[src/rtl/nibble_shift_ctrl.sv]
// nibble_shift_ctrl: parallel-to-serial nibble serializer.
// Takes a STAGES*4-bit word on a valid/ready handshake and sends it out MSB
// nibble first on a second valid/ready handshake. A new word can be taken on
// the last beat of a frame, so frames stream back-to-back with no bubble.
// Optional build macro NIBBLE_SHIFT_ROTATE_EN: on each shift, stage 0 takes
// the old top stage instead of zero. After an isolated frame the chain then
// holds the original word again. The serial stream is the same in both builds.
module nibble_shift_ctrl #(
  parameter  int STAGES = 4,
  localparam int CNT_W  = $clog2(STAGES)
) (
  input  logic                clk,
  input  logic                rst,
  input  logic                in_valid,
  output logic                in_ready,
  input  logic [4*STAGES-1:0] in_data,
  output logic                out_valid,
  input  logic                out_ready,
  output logic [3:0]          out_nibble,
  output logic                out_last,
  output logic                load_en,
  output logic                shift_en,
  output logic [4*STAGES-1:0] chain_q,
  output logic [7:0]          frame_count
);

  localparam logic [0:0] ST_IDLE = 1'b0;
  localparam logic [0:0] ST_SEND = 1'b1;

  logic [0:0]       state;
  logic [CNT_W-1:0] cnt;
  logic [3:0]       stage_q [STAGES];

  logic is_send;
  logic is_last;
  logic out_fire;

  assign is_send  = (state == ST_SEND);
  assign is_last  = (cnt == CNT_W'(STAGES - 1));
  assign out_fire = is_send && out_ready;

  // Handshake and chain strobes; everything is held quiet while reset is high.
  // A load on the last beat takes priority over the final shift.
  always_comb begin
    in_ready   = 1'b0;
    out_valid  = 1'b0;
    load_en    = 1'b0;
    shift_en   = 1'b0;
    out_last   = is_send && is_last;
    out_nibble = stage_q[STAGES-1];
    if (!rst) begin
      in_ready  = !is_send || (is_last && out_ready);
      out_valid = is_send;
      load_en   = in_ready && in_valid;
      shift_en  = out_fire && !(is_last && in_valid);
    end
  end

  // Flatten the stage array for debug; stage i sits at bits [4i+3:4i].
  always_comb begin
    chain_q = '0;
    for (int i = 0; i < STAGES; i++) begin
      chain_q[4*i +: 4] = stage_q[i];
    end
  end

  // Stage chain: reset clears, load captures the word, shift moves toward the top.
  always_ff @(posedge clk) begin
    if (rst) begin
      for (int i = 0; i < STAGES; i++) begin
        stage_q[i] <= 4'h0;
      end
    end else if (load_en) begin
      for (int i = 0; i < STAGES; i++) begin
        stage_q[i] <= in_data[4*i +: 4];
      end
    end else if (shift_en) begin
      for (int i = 1; i < STAGES; i++) begin
        stage_q[i] <= stage_q[i-1];
      end
`ifdef NIBBLE_SHIFT_ROTATE_EN
      stage_q[0] <= stage_q[STAGES-1];
`else
      stage_q[0] <= 4'h0;
`endif
    end
  end

  // Sequencing: beat counter and IDLE/SEND state follow the chain strobes.
  always_ff @(posedge clk) begin
    if (rst) begin
      state <= ST_IDLE;
      cnt   <= '0;
    end else if (load_en) begin
      state <= ST_SEND;
      cnt   <= '0;
    end else if (shift_en) begin
      if (is_last) begin
        state <= ST_IDLE;
        cnt   <= '0;
      end else begin
        cnt <= cnt + CNT_W'(1);
      end
    end
  end

  // Completed-frame counter, bumped when the last beat is taken; wraps at 256.
  always_ff @(posedge clk) begin
    if (rst) begin
      frame_count <= 8'h00;
    end else if (out_fire && is_last) begin
      frame_count <= frame_count + 8'h01;
    end
  end

endmodule

[config.mk]
export PLATFORM = sky130hd
export DESIGN_NAME = nibble_shift_ctrl
export DESIGN_NICKNAME = d
export VERILOG_FILES = /design/src/rtl/nibble_shift_ctrl.sv
export SDC_FILE = /design/constraint.sdc
export NUM_CORES = 1
export LEC_CHECK = 0
export CORE_UTILIZATION = 42
export DETAILED_ROUTE_END_ITERATION = 6
export GPL_ROUTABILITY_DRIVEN = 1
export PLACE_DENSITY = 0.79
export RECOVER_POWER = 100
export SYNTH_ARGS = -nofsm -noshare
export SYNTH_HDL_FRONTEND = slang
export SYNTH_SLANG_ARGS = --single-unit
[constraint.sdc]
create_clock -name clk -period 2.2 [get_ports clk]
set_clock_uncertainty 0.1 [all_clocks]
set_input_delay 0.44 -clock clk [delete_from_list [all_inputs] [get_ports clk]]
set_output_delay 0.44 -clock clk [all_outputs]
set_load 0.03 [all_outputs]
==> Word-level counts from Yosys, hierarchy flattened <==
Memory sizes are Yosys's and may differ from the RTL's.
Cells that the tools add are included.
Widths: inputs -> output; s select.
{ "word_totals": {"regBits": 11, "mem_bits_rw": 16, "out_inout_bits": 33, "word_cells": 54, "n_memories": 1} }
{ "mem_list": {"columns": ["memory", "words", "word_bits", "rd", "rd_ports_with_merged_regs", "wr", "line_no", "text"], "rows": [
  ["stage_q", 4, 4, 4, 0, 4, "32", "logic [3:0] stage_q [STAGES];"]
]} }
{ "op_classes": {"addsub": 2, "n_eq_ne": 1, "n_mux": 25, "bitwise_logic": 8, "reduce_logical": 14} }
{ "ops": {"columns": ["operator", "count"], "rows": [
  ["$mux 4", 8],
  ["$mux 1", 16],
  ["$add 8x1->8 const B", 1],
  ["$or 1x1->1", 8],
  ["$logic_and 1x1->1", 7],
  ["$reduce_bool 2->1", 2],
  ["$add 2x1->2 const B", 1],
  ["$eq 2x2->1 const B", 1],
  ["$logic_not 1->1", 2],
  ["$mux 2", 1],
  ["$reduce_and 2->1", 1],
  ["$reduce_or 2->1", 1],
  ["$logic_or 1x1->1", 1]
]} }

==> Depth between registers and ports, before layout <==
Gate-level depths: netlist of run 1.
{ "logic_depth": {"ltp_word": 10, "depth_mapped": 6} }

==> Worst setup path before layout of run 1 <==
No wires, ideal clock.
{ "synth_timing": {"path_type": "register -> output", "from": "register cnt[0]", "to": "output port shift_en", "t_arrival_ns": 1.227, "required_ns": 1.660, "setup_slack_ns": 0.433, "stages_incl_launch_ff": 6, "n_path_buf": 2, "path_cell_list": "dfxtp_1 > ha_1 > buf_4 > nand2_1 > and4b_1 > buf_2"} }
{ "synth_between": {"elab_chain_cells": 5} }
{ "synth_lines": {"columns": ["element", "line_no", "text"], "rows": [
  ["from (decl)", "31", "logic [CNT_W-1:0] cnt;"],
  ["from (signal assigned)", "102", "cnt <= cnt + CNT_W'(1);"],
  ["$eq 2x2->1", "39", "assign is_last = (cnt == CNT_W'(STAGES - 1));"],
  ["$logic_and 1x1->1", "55", "shift_en = out_fire && !(is_last && in_valid);"],
  ["$logic_not 1->1", "55", null],
  ["$logic_and 1x1->1", "55", null],
  ["$mux 1", "51", "if (!rst) begin"],
  ["to (decl)", "22", "output logic shift_en,"]
]} }
Every way passes these cells.

==> Final worst setup path of run 1 <==
{ "layout_timing": {"from": "input port rst", "to": "output port shift_en"} }
{ "layout_between": {"elab_chain_cells": 1} }
{ "layout_lines": {"columns": ["element", "line_no", "text"], "rows": [
  ["from (decl)", "13", "input logic rst,"],
  ["$mux 1", "51", null]
]} }
Every way passes these cells.

==> results of run 1 <==
[sequential cells by signal, indices dropped and copies added (netlist names)]
name         cells
is_send          1
frame_count      8
cnt              2
stage_q         16
[area by class of cell]
type	count	area [µm²]
multi-input combinational	75	498.0
sequential	27	660.6
inverter	2	7.507
clock buffer	4	26.28
tap	31	38.79
timing repair buffer	63	570.5
fill	245	979.7
[per-layer routing]
metal | share of wire | global-route usage | wire length [µm] | up-vias
met4 | 0.019 | 0.08711 | 57 | 0
met1 | 0.41 | 0.2257 | 1239 | 551
met2 | 0.54 | 0.3311 | 1616 | 27
li1 | - | - | - | 547
met3 | 0.034 | 0.02995 | 104 | 6
met5 | 0 | 0 | 0 | -
[stage by stage]
| step | setup WS, ns | instance area [µm²] | instances |
|---|---|---|---|
| after CTS | 0.06202 | 1833 | 202 |
| after global placement | 0.07518 | 1808 | 198 |
| final | 0.04793 | 1802 | 202 |
| after global routing | 0.008996 | 1802 | 202 |
| after floorplan | 0.4326 | 1251 | 115 |
| after detailed placement | 0.02789 | 1808 | 198 |
[worst max-delay path: stages]
cell	delay, ns
dlygate4sd3_1	0.64
and4b_2	0.36
buf_4	0.17
[synth_stat cells (2+ instances only)]
master    count
or3_1         3
inv_1         2
o31ai_1       2
nand3_1       6
buf_2         3
o21ai_0       7
a22o_1       12
dfxtp_1      15
nand2_1       3
a21oi_1      11
or4_1         2
nor2_1        7
buf_4         6
mux2i_1       2
edfxtp_1     12
nand4_1       2
nand2b_1      3
xor2_1        2
ha_1          2
[logic make-up after synthesis]
kind of cell | Yosys count
AOI/OAI and AO/OA | 37
xor gates and xnor gates | 2
adders and majority gates | 2
buffers and inverters | 13
DFF | 27
muxes | 2
and+or+nand+nor | 32
[where the power goes]
| group | internal [mW] | switching [mW] |
|---|---|---|
| Sequential | 0.553 | 0.0134 |
| Clock | 0.0709 | 0.144 |
| Combinational | 0.0995 | 0.130 |
[final timing paths]
path,startpoint,to,slack (ns),cells past startpoint
min reg2reg,frame_count[7]$_SDFFE_PP0P_,frame_count[7]$_SDFFE_PP0P_,0.41,2
max,rst,shift_en,0.05,3
max reg2reg,cnt[0]$_SDFFE_PP0N_,stage_q[2][0]$_DFFE_PP_,0.24,6
min,frame_count[7]$_SDFFE_PP0P_,frame_count[7]$_SDFFE_PP0P_,0.41,2
==> results.yml, run 1 <==
yosys:
  ys_ff_latch: 27
  yosys-top-cells-area: "edfxtp_1 (29%), dfxtp_1 (24%), a22o_1 (8.4%)"
  synth-xor-area-share: 0.01400
  synthArstFlopShare: 0
  yosys_warnings: 0
  syn_inst: 115
  synthMuxAreaShare: 0.01600
  syn_area_per_cell_um2: 10.88
  synthesis.nets: 137
  synth_edf_count: 12
  synth-main-ff-cell: "dfxtp_1"
  synth_area_mm2: 0.001251
  yosys.area_share.simple: 0.1500
  synth_fa_ha_area_frac: 0.02000
  ys_seq_area_frac: 0.5280
  synth_top_area_cell: "edfxtp_1"
  synth_top_family_by_area: "compound AO/OA/AOI/OAI gates"
  synth_compound_area_frac: 0.2060
  yosysUniqueCellTypes: 32
  synth_top_area_share: 0.2880
detailed_routing:
  drtIter0Drc: 33
  drc: 0
  num_vias: 1131
  wl_per_cell_um: 14.94
  detail_route.wirelength_um: 3017
  avgViaCountPerCell: 5.599
  ant_nets: 0
  drt-pass1-iter-count: 4
cts:
  cts_resized: 1
  ctsHoldBuffers: 0
  worstSkewPairLatency_ns: 0.32
  cts_buffers: 3
  cts_tree: "done"
  cts_setup_buffers: 0
  root_buffer: "clkbuf_4"
  htree_levels: 1
  clk_pin_slew_ns: 0.15
  cts_sinks: 27
  cts.path.max_buffers: 2
finish:
  drive_above_1_share: 0.1053
  n_antenna_cell: 0
  layout_commonest_cell: "dlygate4sd3_1"
  fin_nets: 194
  synthToLayoutAreaGrowth_pct: 44.00
  mostFrequentLayoutCells: "dlygate4sd3_1 (30), clkdlybuf4s50_1 (17), dfxtp_1 (15), a22o_1 (12), edfxtp_1 (12)"
  fin_util: 0.6478
timing:
  fin_crit_sh: 0.9782
  hold_viol_final: 0
  slew_viol_final: 0
  final-setup-viol-count: 0
  min_period_ns: 2.152
  max-slew-margin-rel: 0.6528
  max_freq_mhz: 464.7
  setup-tns-final_ns: 0
  timing.hold.ws_ns: 0.4088
  grt_setup_unrepaired: "false"
  worst_pin_slew_ns: 0.5209
worst_setup_path:
  startpoint_type: "primary input"
  crit_type: "primary input to output port"
  cp.arrival_ns: 1.61
  critPathCaptureType: "output port"
  cp_max_fo: 7
  worstPathRequired_ns: 1.66
place:
  gp_congestion: 0.7459
  port_buffers: 52
  hpwl_um: 2413
status:
  status: "complete, no violations"
die:
  dieHeight_um: 56.58
  die_w_um: 56.58
  rows: 19
  die_area_mm2: 0.003201
  initial_core_util: 0.4498
  io-pin-count: 53
  fp.coreArea_mm2: 0.002781
power:
  total_power_mw: 1.010
  power_leakage_nw: 0.7396
  power_density_mw_per_mm2: 560.8
  peakVddDrop_uv: 536.1
global_route:
  grt_max_degree: 15
  grt_pass1_vias: 1048
  antenna_found_initial: 0
  grt_usage: 0.1893
  globalRouteOverflowTotal: 0
  grt_pass1_wl_um: 4705
run:
  drv_cap: 0
worst_hold_path:
  holdCritPathClass: "flop to flop"
No activity file was read; power rests on OpenSTA's default activity.
==> run 2: changes to the inputs <==
--- a/config.mk
+++ b/config.mk
@@ -5,11 +5,12 @@
 export SDC_FILE = /design/constraint.sdc
 export NUM_CORES = 1
 export LEC_CHECK = 0
-export CORE_UTILIZATION = 42
+export CORE_UTILIZATION = 38
 export DETAILED_ROUTE_END_ITERATION = 6
 export GPL_ROUTABILITY_DRIVEN = 1
-export PLACE_DENSITY = 0.79
+export PLACE_DENSITY = 0.76
 export RECOVER_POWER = 100
+export SKIP_CTS_REPAIR_TIMING = 1
 export SYNTH_ARGS = -nofsm -noshare
 export SYNTH_HDL_FRONTEND = slang
 export SYNTH_SLANG_ARGS = --single-unit
==> constraint.sdc (replaced) <==
create_clock -name clk -period 1.75 [get_ports clk]
set_clock_uncertainty 0.1 [all_clocks]
set_input_delay 0.35 -clock clk [delete_from_list [all_inputs] [get_ports clk]]
set_output_delay 0.35 -clock clk [all_outputs]
set_load 0.03 [all_outputs]
==> run 2 against run 1 <==
Compared with the run above: global-route usage down 0.71 points; die area up 10%; sequential share of layout area down 4.7 points; hold slack worse by 0.078 ns; design area up 16%; the run now ends with negative setup slack left; final cell count up 13%; register-to-register slack worse by 0.15 ns; sequential power up 26%; utilization up 2.9 points; power up 30%.
==> results.yml, run 2 (same netlist as run 1, synthesis figures left out) <==
status:
  status: "complete, but fails checks"
  violations: "negative setup slack"
finish:
  top_regs: "stage_q x16, frame_count x8, cnt x2"
  n_antenna_cell: 0
  drive_above_1_share: 0.2446
  seq_area_um2: 665.6
  fin_util: 0.6772
  synthToLayoutAreaGrowth_pct: 66.60
  final_cell_area_mm2: 0.002085
  largest_register_ffs: 16
  mostFrequentLayoutCells: "dlymetal6s2s_1 (31), buf_4 (22), clkdlybuf4s50_1 (16), dfxtp_1 (13)"
  fin_nets: 207
  nFillCells: 244
  multi_input_area_um2: 534.3
  layout_commonest_cell: "dlymetal6s2s_1"
  fin_cells: 228
  top_register: "stage_q"
die:
  die_area_mm2: 0.003526
  dieHeight_um: 59.38
  die_w_um: 59.38
  fp.coreArea_mm2: 0.003078
  initial_core_util: 0.4065
  rows: 20
  io-pin-count: 53
detailed_routing:
  drt-pass1-iter-count: 4
  drc: 0
  drtIter0Drc: 30
  avgViaCountPerCell: 5.180
  wl_per_cell_um: 14.50
  detail_route.wirelength_um: 3306
  ant_nets: 0
  num_vias: 1181
cts:
  cts.path.max_buffers: 2
  worstSkewPairLatency_ns: 0.32
  cts_sinks: 27
  htree_levels: 1
  clk_pin_slew_ns: 0.15
  cts_tree: "done"
  root_buffer: "clkbuf_4"
  cts_buffers: 3
timing:
  max_freq_mhz: 537.6
  hold_viol_final: 0
  slew_viol_final: 0
  grt_setup_unrepaired: "true"
  final-setup-viol-count: 3
  worst_pin_slew_ns: 0.4643
  min_period_ns: 1.860
  fin_ws_ns: -0.1101
  max-slew-margin-rel: 0.6816
  fin_crit_sh: 1.063
  setup-tns-final_ns: -0.2660
  timing.hold.ws_ns: 0.3304
place:
  hpwl_um: 2471
  postPlaceCellArea_mm2: 0.001889
  dp.cells: 219
  gp_congestion: 0.7791
  preCtsSetupSlack_ns: -0.2527
  port_buffers: 52
worst_setup_path:
  critPathCaptureType: "output port"
  startpoint: "cnt[0]$_SDFFE_PP0N_"
  crit_type: "flop to output port"
  max_stage_delay_ns: 0.38
  worstPathRequired_ns: 1.30
  crit_chain: "ha_4, a21boi_4, nor3_2, buf_6, buf_4"
  cpLargestDelayFamily: "flip-flops"
  cp_max_fo: 8
  crit_buf_inv: 2
  startpoint_type: "flop"
  slowest_stage: "dfxtp_4"
  cp.arrival_ns: 1.41
  timing.rr.start: "cnt[0]$_SDFFE_PP0N_"
power:
  peakVddDrop_uv: 394.4
  total_power_mw: 1.313
  power_density_mw_per_mm2: 630.1
  power_leakage_nw: 1.231
run:
  drv_cap: 0
global_route:
  grt_usage: 0.1822
  grt_pass1_vias: 1103
  globalRouteOverflowTotal: 0
  grt_pass1_wl_um: 4892
  antenna_found_initial: 0
  grt_max_degree: 17
worst_hold_path:
  hold_start: "rst"
  holdCritPathClass: "primary input to flop"
==> run 2: cell types whose count changed in the layout (fill, tap and decap cells not counted), sizes merged, moves of 7 or more <==
cell and delta:
clkbuf -7, dlygate4sd3 -30, buf +20, dlymetal6s2s +31
==> run 2: worst reg2reg max path: cells and delay by family, from the launching register on <==
kind            cells  cell delay, ns
compound gates      1            0.14
fa+ha+maj           1            0.18
buf+inv             2            0.22
flops               1            0.39
simple gates        2            0.58
==> run 2: metal layers <==
layer / GRT usage / vias up / share of wire
met5: 0 / - / 0
met4: 0.04082 / 0 / 0.0073
met3: 0.04367 / 4 / 0.074
met2: 0.3242 / 52 / 0.51
met1: 0.2207 / 557 / 0.41
li1: - / 568 / -
==> run 2: worst paths after layout <==
| path | endpoint | slack, ns | cells after the start |
|---|---|---|---|
| setup reg to reg | frame_count[7]$_SDFFE_PP0P_ | 0.09 | 6 |
| setup / recovery | load_en | -0.11 | 5 |
| hold / removal | cnt[0]$_SDFFE_PP0N_ | 0.33 | 3 |
| hold reg to reg | frame_count[7]$_SDFFE_PP0P_ | 0.39 | 2 |
==> run 2: final cells by class <==
cell class                      count  share of cell area
Tap cell                           44             0.02641
Clock buffer                        3             0.01080
Clock inverter                      1            0.003601
Timing Repair Buffer               76              0.3800
Sequential cell                    27              0.3193
Multi-Input combinational cell     75              0.2563
Inverter                            2            0.003601
==> run 2: report_power, final <==
| group | internal, mW | switching, mW |
|---|---|---|
| combinational | 0.155 | 0.172 |
| clock | 0.0873 | 0.186 |
| sequential | 0.695 | 0.0190 |
